## src/rtl/lsu_mem_master_if.sv

```systemverilog
// lsu_mem_master_if: core request/response handshake plus word-organised data-memory port.
interface lsu_mem_master_if #(
    parameter int ADDR_W = 10
);
    logic              req_valid;
    logic              req_ready;
    logic              req_we;
    logic [2:0]        req_funct3;
    logic [31:0]       req_addr;
    logic [31:0]       req_wdata;
    logic              resp_valid;
    logic [31:0]       resp_rdata;
    logic              resp_err;
    logic [ADDR_W-1:0] mem_addr;
    logic [31:0]       mem_wdata;
    logic              mem_we;
    logic [31:0]       mem_rdata;

    modport master (
        input  req_valid, req_we, req_funct3, req_addr, req_wdata, mem_rdata,
        output req_ready, resp_valid, resp_rdata, resp_err, mem_addr, mem_wdata, mem_we
    );

    modport slave (
        output req_valid, req_we, req_funct3, req_addr, req_wdata, mem_rdata,
        input  req_ready, resp_valid, resp_rdata, resp_err, mem_addr, mem_wdata, mem_we
    );
endinterface

```

## src/rtl/lsu_mem_master.sv

```systemverilog
// lsu_mem_master: byte-addressed RV32I load/store unit driving a word memory, read-modify-write for sub-word stores.
module lsu_mem_master #(
    parameter int ADDR_W = 10
) (
    input logic                clk,
    input logic                rst_n,
    lsu_mem_master_if.master   bus
);
    typedef enum logic [1:0] {IDLE, ACCESS, MERGE, RESP} state_t;

    state_t      state;
    logic        we_q;
    logic [2:0]  f3_q;
    logic [1:0]  lane_q;
    logic [15:0] wdata_q;
    logic        legal;
    logic [7:0]  byte_sel;
    logic [15:0] half_sel;
    logic [31:0] load_val;
    logic [31:0] lane_mask;
    logic [31:0] lane_data;
    logic [31:0] merged;
    logic        unused_addr_hi;

    assign unused_addr_hi = ^bus.req_addr[31:ADDR_W+2];

    always_comb begin
        legal = (bus.req_we ? bus.req_funct3 inside {3'b000, 3'b001, 3'b010}
                            : bus.req_funct3 inside {3'b000, 3'b001, 3'b010, 3'b100, 3'b101})
                && !(bus.req_funct3[1:0] == 2'b01 && bus.req_addr[0])
                && !(bus.req_funct3 == 3'b010 && bus.req_addr[1:0] != 2'b00);
        byte_sel  = 8'(bus.mem_rdata >> {lane_q, 3'b000});
        half_sel  = lane_q[1] ? bus.mem_rdata[31:16] : bus.mem_rdata[15:0];
        load_val  = f3_q[1] ? bus.mem_rdata
                  : f3_q[0] ? {{16{half_sel[15] & ~f3_q[2]}}, half_sel}
                  : {{24{byte_sel[7] & ~f3_q[2]}}, byte_sel};
        lane_mask = f3_q[0] ? 32'h0000_FFFF << {lane_q[1], 4'b0000} : 32'h0000_00FF << {lane_q, 3'b000};
        lane_data = f3_q[0] ? {2{wdata_q}} : {4{wdata_q[7:0]}};
        merged    = (bus.mem_rdata & ~lane_mask) | (lane_data & lane_mask);
    end

    // Handshake and write strobe come from registered state only, so reset drops mem_we at once.
    assign bus.req_ready  = state == IDLE;
    assign bus.resp_valid = state == RESP;
    assign bus.mem_we     = state == MERGE || (state == ACCESS && we_q && f3_q == 3'b010);

    always_ff @(posedge clk or negedge rst_n) begin
        if (!rst_n) begin
            state          <= IDLE;
            we_q           <= 1'b0;
            f3_q           <= '0;
            lane_q         <= '0;
            wdata_q        <= '0;
            bus.mem_addr   <= '0;
            bus.mem_wdata  <= '0;
            bus.resp_rdata <= '0;
            bus.resp_err   <= 1'b0;
        end else begin
            case (state)
                IDLE: if (bus.req_valid) begin
                    we_q    <= bus.req_we;
                    f3_q    <= bus.req_funct3;
                    lane_q  <= bus.req_addr[1:0];
                    wdata_q <= bus.req_wdata[15:0];
                    if (legal) begin
                        bus.mem_addr <= bus.req_addr[ADDR_W+1:2];
                        if (bus.req_we && bus.req_funct3 == 3'b010) bus.mem_wdata <= bus.req_wdata;
                        state <= ACCESS;
                    end else begin
                        bus.resp_rdata <= '0;
                        bus.resp_err   <= 1'b1;
                        state          <= RESP;
                    end
                end
                ACCESS: if (we_q && f3_q != 3'b010) begin
                    bus.mem_wdata <= merged;
                    state         <= MERGE;
                end else begin
                    bus.resp_rdata <= we_q ? '0 : load_val;
                    bus.resp_err   <= 1'b0;
                    state          <= RESP;
                end
                MERGE: begin
                    bus.resp_rdata <= '0;
                    bus.resp_err   <= 1'b0;
                    state          <= RESP;
                end
                default: state <= IDLE;
            endcase
        end
    end
endmodule

```

## src/flat_wrapper.sv

```systemverilog
// flat-port wrapper written by rule: the top's interface ports become plain ports
module lsu_mem_master_flat 
#(
    parameter int ADDR_W = 10
)
  (clk, rst_n, bus_req_valid, bus_req_we, bus_req_funct3, bus_req_addr, bus_req_wdata, bus_mem_rdata, bus_req_ready, bus_resp_valid, bus_resp_rdata, bus_resp_err, bus_mem_addr, bus_mem_wdata, bus_mem_we);
  lsu_mem_master_if #(.ADDR_W(ADDR_W)) bus_i ();
  input logic clk;
  input logic rst_n;
  input wire logic [$bits(bus_i.req_valid)-1:0] bus_req_valid;
  input wire logic [$bits(bus_i.req_we)-1:0] bus_req_we;
  input wire logic [$bits(bus_i.req_funct3)-1:0] bus_req_funct3;
  input wire logic [$bits(bus_i.req_addr)-1:0] bus_req_addr;
  input wire logic [$bits(bus_i.req_wdata)-1:0] bus_req_wdata;
  input wire logic [$bits(bus_i.mem_rdata)-1:0] bus_mem_rdata;
  output wire logic [$bits(bus_i.req_ready)-1:0] bus_req_ready;
  output wire logic [$bits(bus_i.resp_valid)-1:0] bus_resp_valid;
  output wire logic [$bits(bus_i.resp_rdata)-1:0] bus_resp_rdata;
  output wire logic [$bits(bus_i.resp_err)-1:0] bus_resp_err;
  output wire logic [$bits(bus_i.mem_addr)-1:0] bus_mem_addr;
  output wire logic [$bits(bus_i.mem_wdata)-1:0] bus_mem_wdata;
  output wire logic [$bits(bus_i.mem_we)-1:0] bus_mem_we;
  assign bus_i.req_valid = bus_req_valid;
  assign bus_i.req_we = bus_req_we;
  assign bus_i.req_funct3 = bus_req_funct3;
  assign bus_i.req_addr = bus_req_addr;
  assign bus_i.req_wdata = bus_req_wdata;
  assign bus_i.mem_rdata = bus_mem_rdata;
  assign bus_req_ready = bus_i.req_ready;
  assign bus_resp_valid = bus_i.resp_valid;
  assign bus_resp_rdata = bus_i.resp_rdata;
  assign bus_resp_err = bus_i.resp_err;
  assign bus_mem_addr = bus_i.mem_addr;
  assign bus_mem_wdata = bus_i.mem_wdata;
  assign bus_mem_we = bus_i.mem_we;
  lsu_mem_master #(.ADDR_W(ADDR_W)) u_core (.clk(clk), .rst_n(rst_n), .bus(bus_i));
endmodule
```

## config.mk

```make
export PLATFORM = sky130hd
export DESIGN_NAME = lsu_mem_master_flat
export DESIGN_NICKNAME = d
export VERILOG_FILES = /design/src/rtl/lsu_mem_master_if.sv /design/src/rtl/lsu_mem_master.sv /design/src/flat_wrapper.sv
export SDC_FILE = /design/constraint.sdc
export NUM_CORES = 1
export LEC_CHECK = 0
export CAP_MARGIN = 20
export CORE_MARGIN = 5
export CORE_UTILIZATION = 25
export CTS_CLUSTER_DIAMETER = 150
export DETAILED_ROUTE_END_ITERATION = 12
export GPL_TIMING_DRIVEN = 0
export PLACE_DENSITY = 0.5
export RECOVER_POWER = 25
export REMOVE_ABC_BUFFERS = 1
export SLEW_MARGIN = 20
export SYNTH_ARGS = -nofsm -noshare
export SYNTH_HDL_FRONTEND = slang
export SYNTH_SLANG_ARGS = --single-unit
```

## constraint.sdc

```tcl
create_clock -name clk -period 2.55 [get_ports clk]
set_input_delay 0.255 -clock clk [delete_from_list [all_inputs] [get_ports clk]]
set_output_delay 0.255 -clock clk [all_outputs]
set_load 0.03 [all_outputs]
```

### After elaboration in Yosys (flattened, before gate mapping)

Index checks and enable logic that the tools add are counted.

* bits in latches: 0
* RAM bits: 0
* register bits: 99
* bits in read-only memories: 0
* logic and storage cells: 81
* output and inout bits: 78
* memories: 0
* input bits: 103

* multiply operators: 0
* equality and inequality tests: 16
* magnitude comparators: 0
* bitwise logic cells: 7
* divide/modulo/power cells: 0
* multiplexer cells: 24
* shift-type cells: 3
* $add $sub $neg: 0
* reductions and logical operators: 22

Operators by type and width (number)
* $mux 32: 12
* $pmux 32 s3: 1
* $and 32x32->32: 2
* $pmux 32 s2: 1
* $not 32->32: 1
* $or 32x32->32: 1
* $shl 16x5->32 const A: 1
* $shl 8x5->32 const A: 1
* $shr 32x5->8: 1
* $mux 16: 1
* $logic_and 1x1->1: 8
* $ne 2x2->1 const B: 4
* $eq 3x2->1 const B: 2
* $eq 3x3->1 const B: 2
* $pmux 2 s3: 1
* $reduce_bool 3->1: 2
* $mux 1: 5
* $reduce_and 5->1: 1
* $reduce_bool 5->1: 1
* $eq 2x1->1 const B: 2
* $eq 2x2->1 const B: 2
* $mux 2: 2
* $ne 2x1->1 const B: 2
* $reduce_and 4->1: 1
* 12 further kinds: 15

### Longest topological paths before layout

Gate-level depths: netlist of run 1.

* depth after elaboration: 8
* depth in mapped cells: 8
* mapped depth without buffers: 6

### Worst setup path after synthesis of run 1

No wires, ideal clock.

* kind: reg2reg
* from: register u_core.state[0]
* to: register u_core.bus.mem_wdata[10]
* path buffers: 2
* data required time: 2.425 ns
* setup time: 0.125 ns
* arrival: 2.293 ns
* cell stages (with the launch flop): 9
* slack: 0.132 ns
* clock period less this slack: 2.418 ns
* path through: dfrtp_1 > inv_1 > ha_1 > buf_2 > nor4bb_1 > nand4_2 > a21oi_4 > buf_12 > mux2_4

* cells in the longest elaborated chain, start to end: 3
* elaborated cells on any way between the ends: 9
* classes of those cells: eq/ne: 5; mux: 1; reduce/logical: 3

RTL lines
* start: declaration: RTL line lsu_mem_master.sv:11 `state_t state;`
* start signal: assignment: RTL line lsu_mem_master.sv:49 `state <= IDLE;`
* start signal: assignment: RTL line lsu_mem_master.sv:68 `state <= ACCESS;`
* start signal: assignment: RTL line lsu_mem_master.sv:72 `state <= RESP;`
* $logic_not 2->1 *
* via bus_req_ready: RTL line flat_wrapper.sv:16 `output wire logic [$bits(bus_i.req_ready)-1:0] bus_req_ready;`
* $ne 2x1->1 (no source line), or another cell as far along
* $reduce_and 5->1 (no source line)
* end signal: assignment: RTL line lsu_mem_master.sv:67 `if (bus.req_we && bus.req_funct3 == 3'b010) bus.mem_wdata <= bus.req_wdata;`
* end signal: assignment: RTL line lsu_mem_master.sv:76 `bus.mem_wdata <= merged;`
* end: declaration: RTL line lsu_mem_master_if.sv:21 `output req_ready, resp_valid, resp_rdata, resp_err, mem_addr, mem_wdata, mem_we`

The timed path passes the listed nets; every way through them passes the cells marked *.
A chain may end at the register's enable or synchronous reset.

### Worst setup path after layout of run 1

* from: register u_core.lane_q[0]
* to: register u_core.bus.mem_wdata[23]

* cells in the longest elaborated chain, start to end: 7
* elaborated cells on any way between the ends: 8
* classes of those cells: shift: 1; mux: 3; bitwise: 4

RTL lines
* start: declaration: RTL line lsu_mem_master.sv:14 `logic [1:0] lane_q;`
* start signal: assignment: RTL line lsu_mem_master.sv:63 `lane_q <= bus.req_addr[1:0];`
* $shl 8x5->32 *: RTL line lsu_mem_master.sv:37 `lane_mask = f3_q[0] ? 32'h0000_FFFF << {lane_q[1], 4'b0000} : 32'h0000_00FF << {lane_q, 3'b000};`
* $mux 32 *: RTL line lsu_mem_master.sv:37
* $not 32->32: RTL line lsu_mem_master.sv:39 `merged = (bus.mem_rdata & ~lane_mask) | (lane_data & lane_mask);`
* $and 32x32->32: RTL line lsu_mem_master.sv:39
* $or 32x32->32 *: RTL line lsu_mem_master.sv:39
* $mux 32 *: RTL line lsu_mem_master.sv:75 `ACCESS: if (we_q && f3_q != 3'b010) begin`
* $pmux 32 s2 *: RTL line lsu_mem_master.sv:59 `case (state)`

Mark *: on every way between the ends. The rest lies on a longest branch, timed or not. The select of a mux whose other input is x is not followed.

==> out/qor.csv, run 1 <==
metric;value;unit
status;finished, violations left;
violated checks;max-capacitance violations, max-slew violations;
Clock Sinks;99;
initial antenna violation count;1;
slew margin rel.;-6.69;%
share of cells above drive strength 1;20.2;%
chip height;159;µm
die area;25300;µm²
area growth from synthesis to layout;41.9;%
Netlist cell types;53;
Final Max Slew Viols;59;
Critical Path Sink Type;register;
routed len/inst;21.9;µm
Yosys top cell by area;dfrtp_1;
maximum net fanout on the critical path;20;
# DRC;0;
main area contributors after synthesis;dfrtp_1 (45%), mux2_4 (8.1%), mux2_2 (7.3%);
Die Wd;159;µm
met3 Use GR;3.68;%
CP Launch Type;register;
total power;0.0113;W
Synth async-reset ratio;100;%
Worst-path clk slew;70;ps
Hold Fails Final Rpt;0;
Synth Instances;498;
drt first pass iters;5;
warnings from Yosys;0;
worst clock skew;7.79;ps
Sequential Power Share;27.9;%
Syn Area/Cell;11.2;µm²
Yosys reg bits;99;
Filler Cells Inserted;2167;
IO Count;181;
Vias;4646;
initial core utilization;25.4;%
Core ar.;21900;µm²
largest net degree at the start of global routing;60;
fin crit share;96.8;%
first-pass GRT wire length;31100;µm
CTS Buf Count;9;
Peak Freq;405;MHz
Final Critical Period;2470;ps
hpwl dp;14700;µm
FP Rows;54;
RePlAce Congestion;0.799;
Pwr Density;1430;nW/µm²
required time at the worst-slack endpoint;2840;ps
Iter 0 DRT Violations;230;
WP data arrival;2760;ps
P_sw;0.00504;W
Comb pwr share;59.7;%
Post-synth top flop;dfrtp_1;
total leakage power;3.17;nW
GR Util met2;25.3;%
Clock Tree Buf Depth;2;
grt ovf;0;
grt peak-use layer;met2;
Fin Setup TNS;0;ps
Worst Hold Class;reg -> reg;
Synth top cells by count;dfrtp_1 (99), mux2_2 (36), nor2_1 (36), o21ai_0 (35), mux2_4 (30);
CTS tree;built;
Net Sw Frac;44.6;%
sequential element share of the synthesized area;44.6;%
Post-layout nets;750;
clock latency on the worst-skew pair;350;ps
DRT Wirelength;20300;µm
Inserted Diodes;0;
Via density;5.01;
Worst VDD drop;0.484;mV
RSZ-0062 raised after global routing;false;
hold slack;498;ps
clock root cell;clkbuf_16;
top-count cell post-synth;dfrtp_1;
vias in the first global route;5002;
H-Tree Depth;3;
Yosys top cell area share;44.6;%
Cell Area, Synth;5560;µm²
Int Pwr;0.00625;W
remaining antenna violation count;0;
critical path start-end classification;reg -> reg;
MaxCap Viol Count;1;
actual slew at the worst max-slew pin;1600;ps
count of buffers from port buffering;160;
total global routing track utilization;15.7;%
Clk network pwr share;12.4;%
met1 Track Usage GR;20.9;%
Final setup violation count;0;
number of enable flip-flop cells after synthesis;0;
## state kept, by name (all words and copies together), names as in the netlist
signal,count
u_core.bus.mem_addr,10
u_core.bus.mem_wdata,32
u_core.bus.resp_err,1
u_core.bus.resp_rdata,32
u_core.f3_q,3
u_core.lane_q,2
u_core.state,2
u_core.wdata_q,16
u_core.we_q,1
## worst paths after layout
kind / from / end / slack (ps) / cells past startpoint
hold / removal: u_core.bus.resp_rdata[22] / u_core.bus.resp_rdata[22] / 500 / 1
hold reg to reg: u_core.bus.resp_rdata[22] / u_core.bus.resp_rdata[22] / 500 / 1
setup / recovery: u_core.lane_q[0] / u_core.bus.mem_wdata[23] / 80 / 4
setup reg to reg: u_core.lane_q[0] / u_core.bus.mem_wdata[23] / 80 / 4
max in group asynchronous: rst_n / u_core.bus.mem_addr[7] / 740 / 2
min in group asynchronous: rst_n / u_core.bus.mem_wdata[5] / 850 / 2
## critical path, cell delays in order (launching register included)
cell and delay, ps:
dfrtp_1 790, nor2b_2 850, o21ai_0 340, a31oi_1 260, mux2_4 160
## what timing repair did
| item | CTS | global route |
|---|---|---|
| setup buffers | 5 | 2 |
| hold buffers | 1 | 0 |
| pin swaps | 1 | 1 |
| hold endpoints to repair | 58 | 0 |
| gates resized for setup | 9 | 2 |
| endpoints found under the setup margin | 67 | 42 |
| cloned | 1 | 0 |
## power by group through the flow
stage / clock, W / combinational (W) / sequential, W
final: 0.00140 / 0.00674 / 0.00315
after global routing: 0.00151 / 0.00719 / 0.00325
after CTS: 0.00146 / 0.00678 / 0.00315
after detailed placement: 0 / 0.00662 / 0.00315
after global placement: 0 / 0.00628 / 0.00311
after floorplan: 0 / 0.00295 / 0.00403
## cells in the final DEF, fill, tap and decap left out, types with 9 or more instances in the layout
cell             netlist  routed
mux2i_1                9       9
nand3_1               17      17
nor2_1                36      36
a31oi_1               16      16
o221ai_1              16      16
o2bb2ai_1             22      22
clkdlybuf4s50_1        0     159
o21ai_0               35      35
dfrtp_1               99      97
mux2_2                36      36
a21oi_1               19      18
nand2b_1              13      12
nand2_1               17      17
a22o_1                16      16
inv_1                 13      12
mux2_4                30      30
o2bb2ai_2             10      10
clkbuf_16              0       9
or3b_1                 9       9
## per-layer routing
metal | vias up | part of all wire (%)
met5 | - | 0.059
met4 | 2 | 1.9
met3 | 22 | 5.4
met2 | 138 | 48
met1 | 2336 | 45
li1 | 2148 | -
## metrics by stage
step	setup slack (ps)	cell area (µm²)	utilization, %	cells
after floorplan	-640	5340	-	457
after global placement	-2830	7290	33.3	897
after detailed placement	-880	7470	34.1	903
after CTS	9.55	7860	35.9	925
after global routing	20.5	7890	36.0	927
final	81.2	7890	36.0	927
## final cells by class
cell class,instances,area (µm²),share of cell area (%)
multi-input cells,343,2860,36.3
flip-flops and latches,99,2480,31.4
repair buffers,174,1830,23.2
well taps,280,350,4.44
clock buffers,10,239,3.03
inverters,15,62.6,0.793
clock inverters,5,53.8,0.682
repair inverters,1,7.51,0.0952
## logic make-up after synthesis
logic type | count (synthesis) | synth area share (%)
compound gates | 159 | 22.4
flops | 99 | 44.6
buf+inv | 56 | 4.97
fa+ha+maj | 4 | 0.900
simple gates | 104 | 9.95
mux | 76 | 17.2
Power figures use the tool's default switching activity.
==> run 2: changes to the inputs <==
- CORE_UTILIZATION: 25 -> 35
- PLACE_DENSITY: 0.5 -> 0.65
==> run 2 against run 1 <==
Net effect: the flow now finishes without violations; maximum frequency up 1.8%; clock skew grew 4.5 ps; die area down 27%; clock-buffer cell count increased by 1; register-to-register slack improved by 40 ps; wire length fell by 12%; critical path depth is 3 higher; global-route usage increased by 3.7 points; final area fell by 1.9%; largest cell class unchanged; largest power group unchanged.
==> out/qor.csv, run 2 (synthesis results as in run 1) <==
metric;value;unit;change
clock root cell;clkbuf_16;;
slew margin rel.;16.7;%;+23 points
hold path depth;1;;unchanged
DRT Wirelength;17900;µm;-12%
Final Critical Period;2430;ps;-43.7 ps
WP data arrival;2660;ps;-100 ps
hpwl dp;13000;µm;-11%
WHS Endpoint;u_core.bus.resp_rdata[29];;
# DRC;0;;unchanged
largest registers;u_core.bus.mem_wdata x32, u_core.bus.resp_rdata x32, u_core.wdata_q x16;;
worst clock skew;12.3;ps;+4.54 ps
Filler Cells Inserted;1384;;-36%
H-Tree Depth;3;;unchanged
initial antenna violation count;0;;-1
remaining antenna violation count;0;;unchanged
Final Instance Count excl. Fillers;858;;-7.4%
Core ar.;15700;µm²;-28%
FP Rows;46;;-15%
post-place instance area;7380;µm²;-1.3%
share of cells above drive strength 1;19.6;%;-0.62 points
drt first pass iters;5;;unchanged
reg2reg start;u_core.state[1];;
Clock Tree Buf Depth;2;;unchanged
RePlAce Congestion;0.816;;+2.1%
routed len/inst;20.9;µm;-4.6%
MaxCap Viol Count;0;;-1
Iter 0 DRT Violations;416;;+81%
area growth from synthesis to layout;39.2;%;
worst hold start;u_core.bus.resp_rdata[29];;
Via density;5.48;;+9.3%
Final setup violation count;0;;unchanged
vias in the first global route;4811;;-3.8%
total global routing track utilization;19.4;%;+3.7 points
Clock Sinks;99;;unchanged
IO Count;181;;unchanged
final instance area;7740;µm²;-1.9%
Vias;4702;;+1.2%
Worst-path clk slew;70;ps;about the same
die area;18500;µm²;-27%
Post-layout nets;744;;-0.80%
count of buffers from port buffering;160;;unchanged
total leakage power;3.13;nW;-1.3%
required time at the worst-slack endpoint;2780;ps;-60 ps
initial core utilization;35.4;%;+10 points
status;complete, no violations;;
maximum net fanout on the critical path;13;;-35%
Pwr Density;1430;nW/µm²;+0.21%
Worst VDD drop;0.666;mV;+38%
Die Wd;136;µm;-15%
CP Launch Type;register;;
flop2flop setup slack;120;ps;+40 ps
commonest non-fill, non-tap cell in the layout;clkdlybuf4s50_1;;
placed cells;839;;-7.1%
CTS Buf Count;9;;unchanged
hold slack;498;ps;+0.368 ps
commonest non-fill, non-tap cells in the layout;clkdlybuf4s50_1 (159), dfrtp_1 (97), nor2_1 (36), mux2_2 (36), o21ai_0 (35);;
Inserted Diodes;0;;unchanged
clock latency on the worst-skew pair;350;ps;about the same
grt ovf;0;;unchanged
Critical Path Sink Type;register;;
Final Max Slew Viols;0;;-100%
R2R depth;7;;+3
Peak Freq;412;MHz;+1.8%
chip height;136;µm;-15%
actual slew at the worst max-slew pin;1250;ps;-350 ps
Worst Hold Class;reg -> reg;;
RSZ-0062 raised after global routing;false;;
largest net degree at the start of global routing;54;;-10%
Hold Fails Final Rpt;0;;unchanged
fin crit share;95.1;%;-1.7 points
critical path start-end classification;reg -> reg;;
R2R Path End;u_core.bus.mem_wdata[0];;
CTS tree;built;;
first-pass GRT wire length;27600;µm;-11%
-- run 2: cell types whose count changed in the layout (fill, tap and decap cells not counted), sizes merged --
| cell | delta |
|---|---|
| clkinvlp | +2 |
| clkinv | -2 |
| clkbuf | +1 |
| buf | -6 |
-- run 2: per-stage QoR --
stage	total power (W)	setup TNS [ps]	setup slack (ps)	utilization [%]
2_1_floorplan	0.00698	-28340	-640	-
3_3_place_gp	0.00924	-351870	-2570	45.9
3_5_place_dp	0.00961	-16780	-640	47.0
4_1_cts	0.0111	0	32.0	49.2
5_1_grt	0.0117	0	11.5	49.3
6_report	0.0111	0	125	49.3
-- run 2: critical path: stages (launching register included) --
cell and delay (ps):
dfrtp_1 410, inv_1 120, ha_2 300, nor4bb_1 370, nand4_2 170, a21oi_4 360
buf_16 210, mux2_1 340
-- run 2: cell type report --
| type | instances | area (µm²) | area share [%] |
|---|---|---|---|
| Clock buffer | 11 | 253 | 3.26 |
| Inverter | 15 | 61.3 | 0.792 |
| Clock inverter | 5 | 58.8 | 0.760 |
| Multi-Input combinational cell | 343 | 2850 | 36.9 |
| Timing Repair Buffer | 168 | 1760 | 22.7 |
| Timing Repair inverter | 1 | 7.51 | 0.0970 |
| Tap cell | 216 | 270 | 3.49 |
| Sequential cell | 99 | 2480 | 32.1 |
-- run 2: where the power goes --
group	internal (W)	switching, W	leakage [nW]	total (W)
clock network	0.000817	0.000624	0.148	0.00144
registers	0.00235	0.000795	1.23	0.00314
logic	0.00300	0.00351	1.75	0.00651
-- run 2: worst max-delay path by stage --
stage                               start                   endpoint  slack (ps)  cells after the start
after floorplan           u_core.state[1]    u_core.bus.mem_wdata[0]        -640                      6
after global placement              rst_n    u_core.bus.mem_wdata[7]       -2570                      1
after detailed placement  u_core.state[1]  u_core.bus.resp_rdata[27]        -640                      7
after CTS                 u_core.state[1]   u_core.bus.mem_wdata[31]          30                      7
after global routing      u_core.state[1]   u_core.bus.mem_wdata[31]          10                      7
final                     u_core.state[1]    u_core.bus.mem_wdata[0]         120                      7
-- run 2: metal layers --
| metal | track usage, % | part of all wire, % | up-vias |
|---|---|---|---|
| met4 | 7.22 | 2.3 | 0 |
| met5 | 0 | 0 | - |
| met3 | 4.59 | 7.1 | 22 |
| met2 | 29.6 | 46 | 194 |
| li1 | - | - | 2139 |
| met1 | 26.9 | 44 | 2347 |
-- run 2: timing repair --
action | 4_1_cts | 5_1_grt
buffers inserted | 1 | 0
setup endpoints to repair | 64 | 41
endpoints found under the hold margin | 46 | 0
pin swaps | 1 | 0
cloned | 1 | 0
hold buffers | 1 | 0
resized for setup | 8 | 2
==> run 3: changes to the inputs <==
- CORE_ASPECT_RATIO: unset -> 1.4
==> run 3 against run 2 <==
Net effect: sequential power barely moved; first-iteration DRC count fell by 26%; total power fell by 0.18%; global-route usage rose by 0.34 points; largest cell class unchanged; largest power group unchanged.
==> out/qor.csv, run 3 (synthesis results as in run 1) <==
metric;value;unit;change
vias in the first global route;4923;;+2.3%
Core ar.;15600;µm²;-0.67%
initial core utilization;35.6;%;+0.24 points
final instance area;7730;µm²;about the same
required time at the worst-slack endpoint;2300;ps;-480 ps
first-pass GRT wire length;28500;µm;+3.0%
post-place instance area;7350;µm²;-0.36%
Hold Fails Final Rpt;0;;unchanged
share of cells above drive strength 1;19.6;%;about the same
H-Tree Depth;3;;unchanged
total leakage power;3.15;nW;+0.46%
Final Critical Period;2420;ps;-2.40 ps
initial antenna violation count;0;;unchanged
Critical Path Sink Type;output port;;
remaining antenna violation count;0;;unchanged
clock latency on the worst-skew pair;340;ps;about the same
IO Count;181;;unchanged
Peak Freq;413;MHz;about the same
largest net degree at the start of global routing;63;;+17%
commonest non-fill, non-tap cells in the layout;clkdlybuf4s50_1 (159), dfrtp_1 (97), nor2_1 (36), mux2_2 (36), o21ai_0 (35);;
Final Max Slew Viols;0;;unchanged
Vias;4658;;-0.94%
Inserted Diodes;0;;unchanged
RSZ-0062 raised after global routing;false;;
routed len/inst;21.7;µm;+4.0%
critical path start-end classification;reg -> out;;
hpwl dp;13500;µm;+3.5%
CP Launch Type;register;;
Worst VDD drop;0.628;mV;-5.7%
maximum net fanout on the critical path;11;;-2
WP data arrival;2170;ps;-490 ps
drt first pass iters;5;;unchanged
crit-path max cell delay;670;ps;+260 ps
RePlAce Congestion;0.845;;+3.6%
Pwr Density;1430;nW/µm²;-0.10%
fin crit share;95.0;%;about the same
Util after Layout;49.6;%;+0.29 points
grt ovf;0;;unchanged
Clock Sinks;99;;unchanged
Via density;5.53;;+0.83%
hold path depth;1;;unchanged
worst clock skew;6.68;ps;-5.65 ps
Die Wd;117;µm;-14%
chip height;159;µm;+17%
Clock Tree Buf Depth;2;;unchanged
Iter 0 DRT Violations;307;;-26%
die area;18500;µm²;+0.20%
cells along the critical path;inv_1, ha_2, a41o_1, clkdlybuf4s50_1;;
Post-layout nets;749;;+0.67%
# DRC;0;;unchanged
Buf+Inv Stages, Crit Path;2;;unchanged
CTS tree;built;;
slew margin rel.;32.2;%;+16 points
R2R depth;4;;-3
worst slack at placement;-742;ps;-102 ps
slowest CP cell;clkdlybuf4s50_1;;
total power;0.0111;W;-0.18%
largest registers;u_core.bus.mem_wdata x32, u_core.bus.resp_rdata x32, u_core.wdata_q x16;;
actual slew at the worst max-slew pin;1020;ps;-233 ps
Worst path depth;4;;-3
status;complete, no violations;;
commonest non-fill, non-tap cell in the layout;clkdlybuf4s50_1;;
total global routing track utilization;19.8;%;+0.34 points
MaxCap Viol Count;0;;unchanged
final worst slack;127;ps;+2.40 ps
clock root cell;clkbuf_16;;
Final setup violation count;0;;unchanged
crit-path leading delay family;buffers and inverters;;
CTS Buf Count;9;;unchanged
FP Rows;54;;+17%
area growth from synthesis to layout;39.1;%;about the same
Worst Hold Class;reg -> reg;;
DRT Wirelength;18300;µm;+2.2%
Worst-path clk slew;70;ps;about the same
count of buffers from port buffering;160;;unchanged
## run 3: cell count changes in the layout (fill, tap and decap cells not counted), sizes merged
cell and delta:
buf +5, clkinvlp -1, clkbuf +1
## run 3: stage by stage
step | cells | hold WS [ps] | TNS (ps)
after global routing | 843 | 513 | 0
after CTS | 838 | 383 | 0
after floorplan | 457 | -40.6 | -28340
after detailed placement | 819 | 186 | -25870
after global placement | 813 | 472 | -354450
final | 843 | 492 | 0
## run 3: layout make-up
cell class	count	area (µm²)
Timing Repair Buffer	173	1790
Clock buffer	12	236
Timing Repair inverter	1	7.51
Fill cell	1421	7870
Multi-Input combinational cell	343	2860
Sequential cell	99	2480
Tap cell	196	245
Clock inverter	4	51.3
Inverter	15	62.6
## run 3: layer usage
metal | global-route usage (%) | vias to the layer above | part of all wire, % | wire, µm
met3 | 4.03 | 33 | 5.7 | 1040
met1 | 25.3 | 2317 | 41 | 7510
li1 | - | 2148 | - | -
met5 | 0 | - | 0 | 0
met4 | 7.81 | 0 | 3.3 | 599
met2 | 32.4 | 160 | 50 | 9180
## run 3: worst paths after layout
kind                            slack [ps]               startpoint                  endpoint
worst max-delay path                   130          u_core.state[1]                bus_mem_we
worst min-delay path                   490  u_core.bus.mem_wdata[0]   u_core.bus.mem_wdata[0]
worst max register to register         160         u_core.lane_q[0]  u_core.bus.resp_rdata[2]
worst min register to register         490  u_core.bus.mem_wdata[0]   u_core.bus.mem_wdata[0]
max in group asynchronous             1060                    rst_n  u_core.bus.resp_rdata[7]
min in group asynchronous              630                    rst_n    u_core.bus.mem_addr[8]
## run 3: power by group
part           total, W  switching [W]  leakage, nW  internal, W
registers       0.00312       0.000771         1.23      0.00234
logic           0.00660        0.00353         1.78      0.00307
clock network   0.00137       0.000603        0.137     0.000763
## run 3: worst register-to-register path: cells and delay by family (launching register included)
family | cells | cell delay, ps
and+or+nand+nor | 1 | 490
AOI/OAI and AO/OA | 3 | 1040
DFF | 1 | 740
## run 3: repair_timing
action / 4_1_cts / 5_1_grt
hold buffers: 1 / 0
buffers inserted: 1 / 5
cloned: 1 / 0
gates resized for setup: 8 / 4
hold endpoints to repair: 37 / 0
setup endpoints to repair: 65 / 43
pin swaps: 1 / 1
